`src/rtl/mips_pkg.sv`:
```
// Shared MIPS core definitions: opcodes, the nop encoding, the fetch FSM
// state type and the pseudo-direct jump target helper.
package mips_pkg;

  localparam logic [5:0]  OPC_J     = 6'b000010;
  localparam logic [5:0]  OPC_JAL   = 6'b000011;
  localparam logic [31:0] NOP_INSTR = 32'h0000_0000;

  typedef enum logic {
    RUN  = 1'b0,
    HALT = 1'b1
  } fetch_state_t;

  // j/jal target: top nibble of the delay-slot PC, the index, word aligned.
  function automatic logic [31:0] jump_target(input logic [31:0] pc_plus4,
                                              input logic [25:0] index);
    return {pc_plus4[31:28], index, 2'b00};
  endfunction

endpackage

```
`src/rtl/if_id_reg.sv`:
```
// IF/ID pipeline register. Load on enable, bubble on clear (nop, invalid,
// PC fields kept), and kill drops only the valid bit (used when halting).
module if_id_reg
  import mips_pkg::*;
(
  input  logic        clk,
  input  logic        reset,
  input  logic        en,
  input  logic        clr,
  input  logic        kill,
  input  logic [31:0] instr_in,
  input  logic [31:0] pc_in,
  input  logic [31:0] pc_plus4_in,
  input  logic        valid_in,
  output logic [31:0] instr,
  output logic [31:0] pc,
  output logic [31:0] pc_plus4,
  output logic        valid
);

  logic [31:0] instr_q, instr_d;
  logic [31:0] pc_q, pc_d;
  logic [31:0] pc_plus4_q, pc_plus4_d;
  logic        valid_q, valid_d;

  // Next contents of the register: kill > clear > load > hold.
  always_comb begin
    // NOTE: every output gets a hold default first so no path can infer a latch.
    instr_d    = instr_q;
    pc_d       = pc_q;
    pc_plus4_d = pc_plus4_q;
    valid_d    = valid_q;
    if (kill) begin
      valid_d = 1'b0;
    end else if (clr) begin
      instr_d = NOP_INSTR;
      valid_d = 1'b0;
    end else if (en) begin
      instr_d    = instr_in;
      pc_d       = pc_in;
      pc_plus4_d = pc_plus4_in;
      valid_d    = valid_in;
    end
  end

  // Register state with asynchronous reset to an empty slot.
  always_ff @(posedge clk or posedge reset) begin
    // NOTE: sequential state uses non-blocking assignment so every flop samples pre-edge values.
    if (reset) begin
      instr_q    <= NOP_INSTR;
      pc_q       <= 32'h0;
      pc_plus4_q <= 32'h0;
      valid_q    <= 1'b0;
    end else begin
      instr_q    <= instr_d;
      pc_q       <= pc_d;
      pc_plus4_q <= pc_plus4_d;
      valid_q    <= valid_d;
    end
  end

  assign instr    = instr_q;
  assign pc       = pc_q;
  assign pc_plus4 = pc_plus4_q;
  assign valid    = valid_q;

endmodule

```
`src/rtl/fetch_unit.sv`:
```
// Instruction-fetch stage: program counter, next-PC selection, IF/ID capture,
// fetch counter and the self-jump halt detector.
module fetch_unit
  import mips_pkg::*;
#(
  parameter logic [31:0] RESET_PC = 32'h0000_0000
) (
  input  logic        clk,
  input  logic        reset,
  input  logic        stall,
  input  logic        flush,
  input  logic        branch_taken,
  input  logic [31:0] branch_target,
  input  logic        jump,
  input  logic [25:0] jump_index,
  output logic [31:0] imem_address,
  input  logic [31:0] imem_read_data,
  output logic [31:0] if_instr,
  output logic [31:0] if_pc,
  output logic [31:0] if_pc_plus4,
  output logic        if_valid,
  output logic        halted,
  output logic        misaligned,
  output logic [31:0] fetch_count
);

  localparam logic [31:0] COUNT_MAX = 32'hFFFF_FFFF;

  fetch_state_t state_q, state_d;
  logic [31:0]  pc_q, pc_d;
  logic         misaligned_q, misaligned_d;
  logic [31:0]  fetch_count_q, fetch_count_d;

  logic         running;
  logic         self_jump;
  logic         ifid_en, ifid_clr, ifid_kill, ifid_valid_in;

  // A valid `j` in IF/ID whose target is its own address ends the program.
  assign self_jump = if_valid && !stall && (if_instr[31:26] == OPC_J) &&
                     (jump_target(if_pc_plus4, if_instr[25:0]) == if_pc);

  // FSM state register.
  always_ff @(posedge clk or posedge reset) begin
    if (reset) state_q <= RUN;
    else       state_q <= state_d;
  end

  // FSM next state: HALT is absorbing until reset.
  always_comb begin
    state_d = state_q;
    if (state_q == RUN && self_jump) state_d = HALT;
  end

  // FSM outputs: halted is decoded from the state so it rises with it.
  always_comb begin
    running = (state_q == RUN);
    halted  = (state_q == HALT);
  end

  // Next PC, IF/ID controls, sticky misalignment flag and fetch counter.
  always_comb begin
    pc_d          = pc_q;
    misaligned_d  = misaligned_q;
    fetch_count_d = fetch_count_q;
    ifid_en       = 1'b0;
    ifid_clr      = 1'b0;
    ifid_kill     = 1'b0;
    ifid_valid_in = !flush;
    if (running) begin
      if (self_jump) begin
        pc_d      = if_pc;
        ifid_kill = 1'b1;
      end else if (jump) begin
        pc_d     = jump_target(if_pc_plus4, jump_index);
        ifid_clr = 1'b1;
      end else if (branch_taken) begin
        pc_d     = {branch_target[31:2], 2'b00};
        ifid_clr = 1'b1;
        if (branch_target[1:0] != 2'b00) misaligned_d = 1'b1;
      end else if (stall) begin
        // A flush during a stall still empties IF/ID; the PC holds.
        ifid_clr = flush;
      end else begin
        pc_d    = pc_q + 32'd4;
        ifid_en = 1'b1;
        if (!flush && fetch_count_q != COUNT_MAX) fetch_count_d = fetch_count_q + 32'd1;
      end
    end
  end

  // PC, flag and counter registers.
  always_ff @(posedge clk or posedge reset) begin
    if (reset) begin
      pc_q          <= RESET_PC;
      misaligned_q  <= 1'b0;
      fetch_count_q <= 32'h0;
    end else begin
      pc_q          <= pc_d;
      misaligned_q  <= misaligned_d;
      fetch_count_q <= fetch_count_d;
    end
  end

  if_id_reg u_if_id (
    .clk         (clk),
    .reset       (reset),
    .en          (ifid_en),
    .clr         (ifid_clr),
    .kill        (ifid_kill),
    .instr_in    (imem_read_data),
    .pc_in       (pc_q),
    .pc_plus4_in (pc_q + 32'd4),
    .valid_in    (ifid_valid_in),
    .instr       (if_instr),
    .pc          (if_pc),
    .pc_plus4    (if_pc_plus4),
    .valid       (if_valid)
  );

  assign imem_address = pc_q;
  assign misaligned   = misaligned_q;
  assign fetch_count  = fetch_count_q;

endmodule
```
`config.mk`:
```
export PLATFORM = sky130hd
export DESIGN_NAME = fetch_unit
export DESIGN_NICKNAME = d
export VERILOG_FILES = /design/src/rtl/mips_pkg.sv /design/src/rtl/if_id_reg.sv /design/src/rtl/fetch_unit.sv
export SDC_FILE = /design/constraint.sdc
export NUM_CORES = 1
export LEC_CHECK = 0
export CAP_MARGIN = 10
export CORE_ASPECT_RATIO = 1.5
export CORE_UTILIZATION = 45
export DETAILED_ROUTE_END_ITERATION = 8
export PLACE_DENSITY_LB_ADDON = 0.3
export SLEW_MARGIN = 10
export SYNTH_ARGS = -nofsm -noshare
export SYNTH_HDL_FRONTEND = slang
export SYNTH_SLANG_ARGS = --single-unit
```
`constraint.sdc`:
```
create_clock -name clk -period 9.2 [get_ports clk]
set_clock_uncertainty 0.05 [all_clocks]
set_input_delay 1.84 -clock clk [delete_from_list [all_inputs] [get_ports clk]]
set_output_delay 1.84 -clock clk [all_outputs]
set_load 0.02 [all_outputs]
```
==> results.yml <==
power_and_ir_drop:
  power_density_nw_per_um2: 194.2
  p_switching_w: 0.0007111
  seqPwrFrac_pct: 41.4
  p_comb_share_pct: 25.0
  p_clk_share_pct: 33.6
  p_int_w: 0.001486
  ir_drop_uv: 98.58
  p_total_w: 0.002197
  sw_frac_of_total_pct: 32.37
  leakagePower_nw: 4.945
clock_tree:
  h-tree-depth: 4
  post_cts_resized: 0
  worst_skew_pair.late_latency_ps: 430
  clk_path_buf_depth: 2
  post_cts_buffers: 0
  ctsRootBufferMaster: "clkbuf_16"
  tritoncts: "done"
  cts_buffers: 17
  cts_sinks: 161
  clk_pin_slew_ps: 60
  cts_hold_buf: 0
sta:
  layout_min_cycle_time_ps: 4447
  fmax_ghz: 0.2249
  hold_viol_final: 0
  rsz0062_at_grt: "false"
  tightest_slew_ps: 1025
  setup_viol: 0
  timing.final.crit_share_pct: 48.33
  maxSlewViolCount: 0
  final.setup.tns_ps: 0
  relSlewSlack_pct: 31.26
floorplanning:
  dieArea_um2: 18400
  initial_utilization_pct: 46.10
  rows: 59
  die_w_um: 111.1
  io_pins: 259
  die_height_um: 165.6
  core_area_um2: 17420
global_routing:
  grt_first_pass_wirelength_um: 40340
  grt_max_degree: 82
  antenna_found_initial: 0
  grt_remaining_overflow: 0
  grt.total_usage_pct: 28.62
  first_global_vias: 7085
setup_path:
  critPathTopFamily: "buffers and inverters"
  timing.critical_path.from: "stall"
  cp_slowest_cell: "buf_4"
  cp.depth: 9
  cp_num_buf_inv: 3
  worst-r2r-cell-count: 8
  start_kind: "input port"
  critPathKind: "input port to register"
  crit_chain: "clkdlybuf4s50_1 -> nor4_1 -> nand2_1 -> nand4b_1 -> or3_1 -> buf_4 -> nand3_2 -> buf_4 -> o21ai_0"
  worstPathArrival_ps: 4660
  cp-end-kind: "register"
  regToRegStartpoint: "u_if_id.pc[12]$_DFFE_PP0P_"
  required_ps: 9420
  crit_top_cell: "buf_4"
  critical-path-max-stage-delay_ps: 570
  cp_max_fo: 68
final_layout:
  area_growth_pct: 40.88
  nNetsFinal: 1174
  antenna-diode-count: 0
  drive_gt1_share_pct: 5.785
logic_synthesis:
  post-synth-top-count-cell: "dfrtp_1"
  ys_ff_latch: 161
  syn_inst: 841
  syn_avg_cell_area_um2: 9.550
  ys.warnings.count: 0
  synth-edff-count: 0
  synth_top_cell_by_area: "dfrtp_1"
  syn-cell-area_um2: 8031
  async_flop_share_pct: 100.0
  synthTopCellsByCount: "161 x dfrtp_1, 152 x nand2_1, 97 x nor2_1, 47 x xor2_1, 42 x xnor2_1"
  synth_cell_type_count: 51
  yosysSeqAreaShare_pct: 50.16
  synthTopCellsByArea: "dfrtp_1 50%, nand2_1 7.1%, xor2_1 5.1%"
  ys.flop_type: "dfrtp_1"
  netlist.area_leader.share_pct: 50.16
  syn_nets: 939
hold_path:
  hold_class: "register to register"
  min_from: "u_if_id.pc_plus4[3]$_DFFE_PP0P_"
  worstHoldPathCells: 2
route:
  drc: 32
  drt_wl_total_um: 26010
  wl_per_cell_um: 19.97
  drt_iter0_markers: 612
  routed_via_density: 5.578
  dr.pass1.iters: 7
  vias: 7262
  final_antenna_net_count: 0
run_status:
  violations: "design-rule violations"
  status: "finished with violations"
placed_design:
  gp_congestion: 0.8984
  dp_hpwl_um: 18620
  portBuffers: 258
job:
  max_cap_viol_count: 0
-- layout make-up --
cell class / instances / area, µm²
clock buffers: 18 / 429.2
repair buffers: 268 / 2658
flip-flops and latches: 161 / 4029
multi-input cells: 617 / 3706
inverters: 11 / 46.29
clock inverters: 14 / 180.2
fillers: 1431 / 6107
well taps: 213 / 266.5
-- logic make-up (layout without fill, tap and decap cells) --
| group | after synthesis | in the layout | synth area share [%] |
|---|---|---|---|
| buffers and inverters | 63 | 311 | 3.801 |
| XOR/XNOR | 89 | 89 | 9.705 |
| flip-flops | 161 | 161 | 50.16 |
| adder cells (fa/ha/maj) | 2 | 2 | 0.3115 |
| AO/OA/AOI/OAI | 133 | 133 | 11.68 |
| multiplexers | 27 | 27 | 3.474 |
| AND/OR/NAND/NOR | 366 | 366 | 20.86 |
-- path summary, 6_finish.rpt --
kind | to | slack (ps)
max in group asynchronous | imem_address[28]$_DFFE_PP0P_ | 5720
setup reg to reg | u_if_id.pc_plus4[5]$_DFFE_PP0P_ | 5970
min in group asynchronous | u_if_id.pc_plus4[9]$_DFFE_PP0P_ | 1870
hold / removal | u_if_id.pc_plus4[3]$_DFFE_PP0P_ | 430
hold reg to reg | u_if_id.pc_plus4[3]$_DFFE_PP0P_ | 430
setup / recovery | u_if_id.pc_plus4[5]$_DFFE_PP0P_ | 4750
-- registers in the layout (all words and copies together), names as in the netlist --
signal            count
fetch_count          32
misaligned            1
u_if_id.pc_plus4     32
halted                1
u_if_id.valid         1
u_if_id.pc           30
u_if_id.instr        32
imem_address         32
-- layout by cell type (no fill, tap or decap), types with 5 or more instances in the layout --
| cell | netlist | routed |
|---|---|---|
| clkdlybuf4s50_1 | 0 | 258 |
| dfrtp_1 | 161 | 161 |
| nand2_1 | 152 | 152 |
| nor2_1 | 97 | 97 |
| xor2_1 | 47 | 47 |
| xnor2_1 | 42 | 42 |
| o21ai_0 | 41 | 41 |
| a22o_1 | 40 | 40 |
| nand3_1 | 23 | 23 |
| nand4_1 | 22 | 22 |
| mux2i_1 | 20 | 20 |
| nor3_1 | 18 | 17 |
| clkbuf_16 | 0 | 17 |
| nor4_1 | 15 | 15 |
| inv_1 | 11 | 10 |
| a21oi_1 | 11 | 10 |
| buf_4 | 8 | 10 |
| o211ai_1 | 8 | 8 |
| mux2_2 | 7 | 7 |
| and3_1 | 7 | 7 |
| a211oi_1 | 7 | 7 |
| and2_1 | 6 | 6 |
| o22ai_1 | 6 | 6 |
| inv_6 | 0 | 5 |
| and4_1 | 5 | 5 |
| o31ai_1 | 5 | 5 |
-- power groups by stage --
stage          Sequential, W  Clock [W]  Combinational [W]
2_1_floorplan       0.000984          0           0.000178
3_3_place_gp        0.000918          0           0.000540
3_5_place_dp        0.000921          0           0.000547
4_1_cts             0.000908   0.000744           0.000550
5_1_grt             0.000921   0.000774           0.000584
6_report            0.000911   0.000738           0.000549
-- routing by layer --
| metal | global-route usage [%] | vias up | wire length (µm) | part of all wire, % |
|---|---|---|---|---|
| met5 | 0 | - | 0 | 0 |
| met4 | 16.22 | 0 | 1299 | 5.0 |
| met3 | 5.013 | 76 | 1711 | 6.6 |
| met2 | 47.39 | 346 | 12800 | 49 |
| met1 | 35.30 | 3455 | 10190 | 39 |
| li1 | - | 3385 | - | - |
-- metrics by stage --
| step | setup slack (ps) | hold slack (ps) | area, µm² | util (%) | std cells |
|---|---|---|---|---|---|
| 2_1_floorplan | 2962 | 404.2 | 8031 | - | 841 |
| 3_3_place_gp | 4457 | 412.0 | 10710 | 61.45 | 1270 |
| 3_5_place_dp | 4369 | 416.2 | 10710 | 61.45 | 1270 |
| 4_1_cts | 4806 | 435.1 | 11310 | 64.95 | 1302 |
| 5_1_grt | 4561 | 460.0 | 11310 | 64.95 | 1302 |
| 6_report | 4753 | 432.3 | 11310 | 64.95 | 1302 |
-- worst min-delay path, cell delays in order, from the launching register on --
cell     delay [ps]
dfrtp_1         340
nand2_1          50
nand2_1          60
Note: power is estimated with default switching activity, not from simulation.
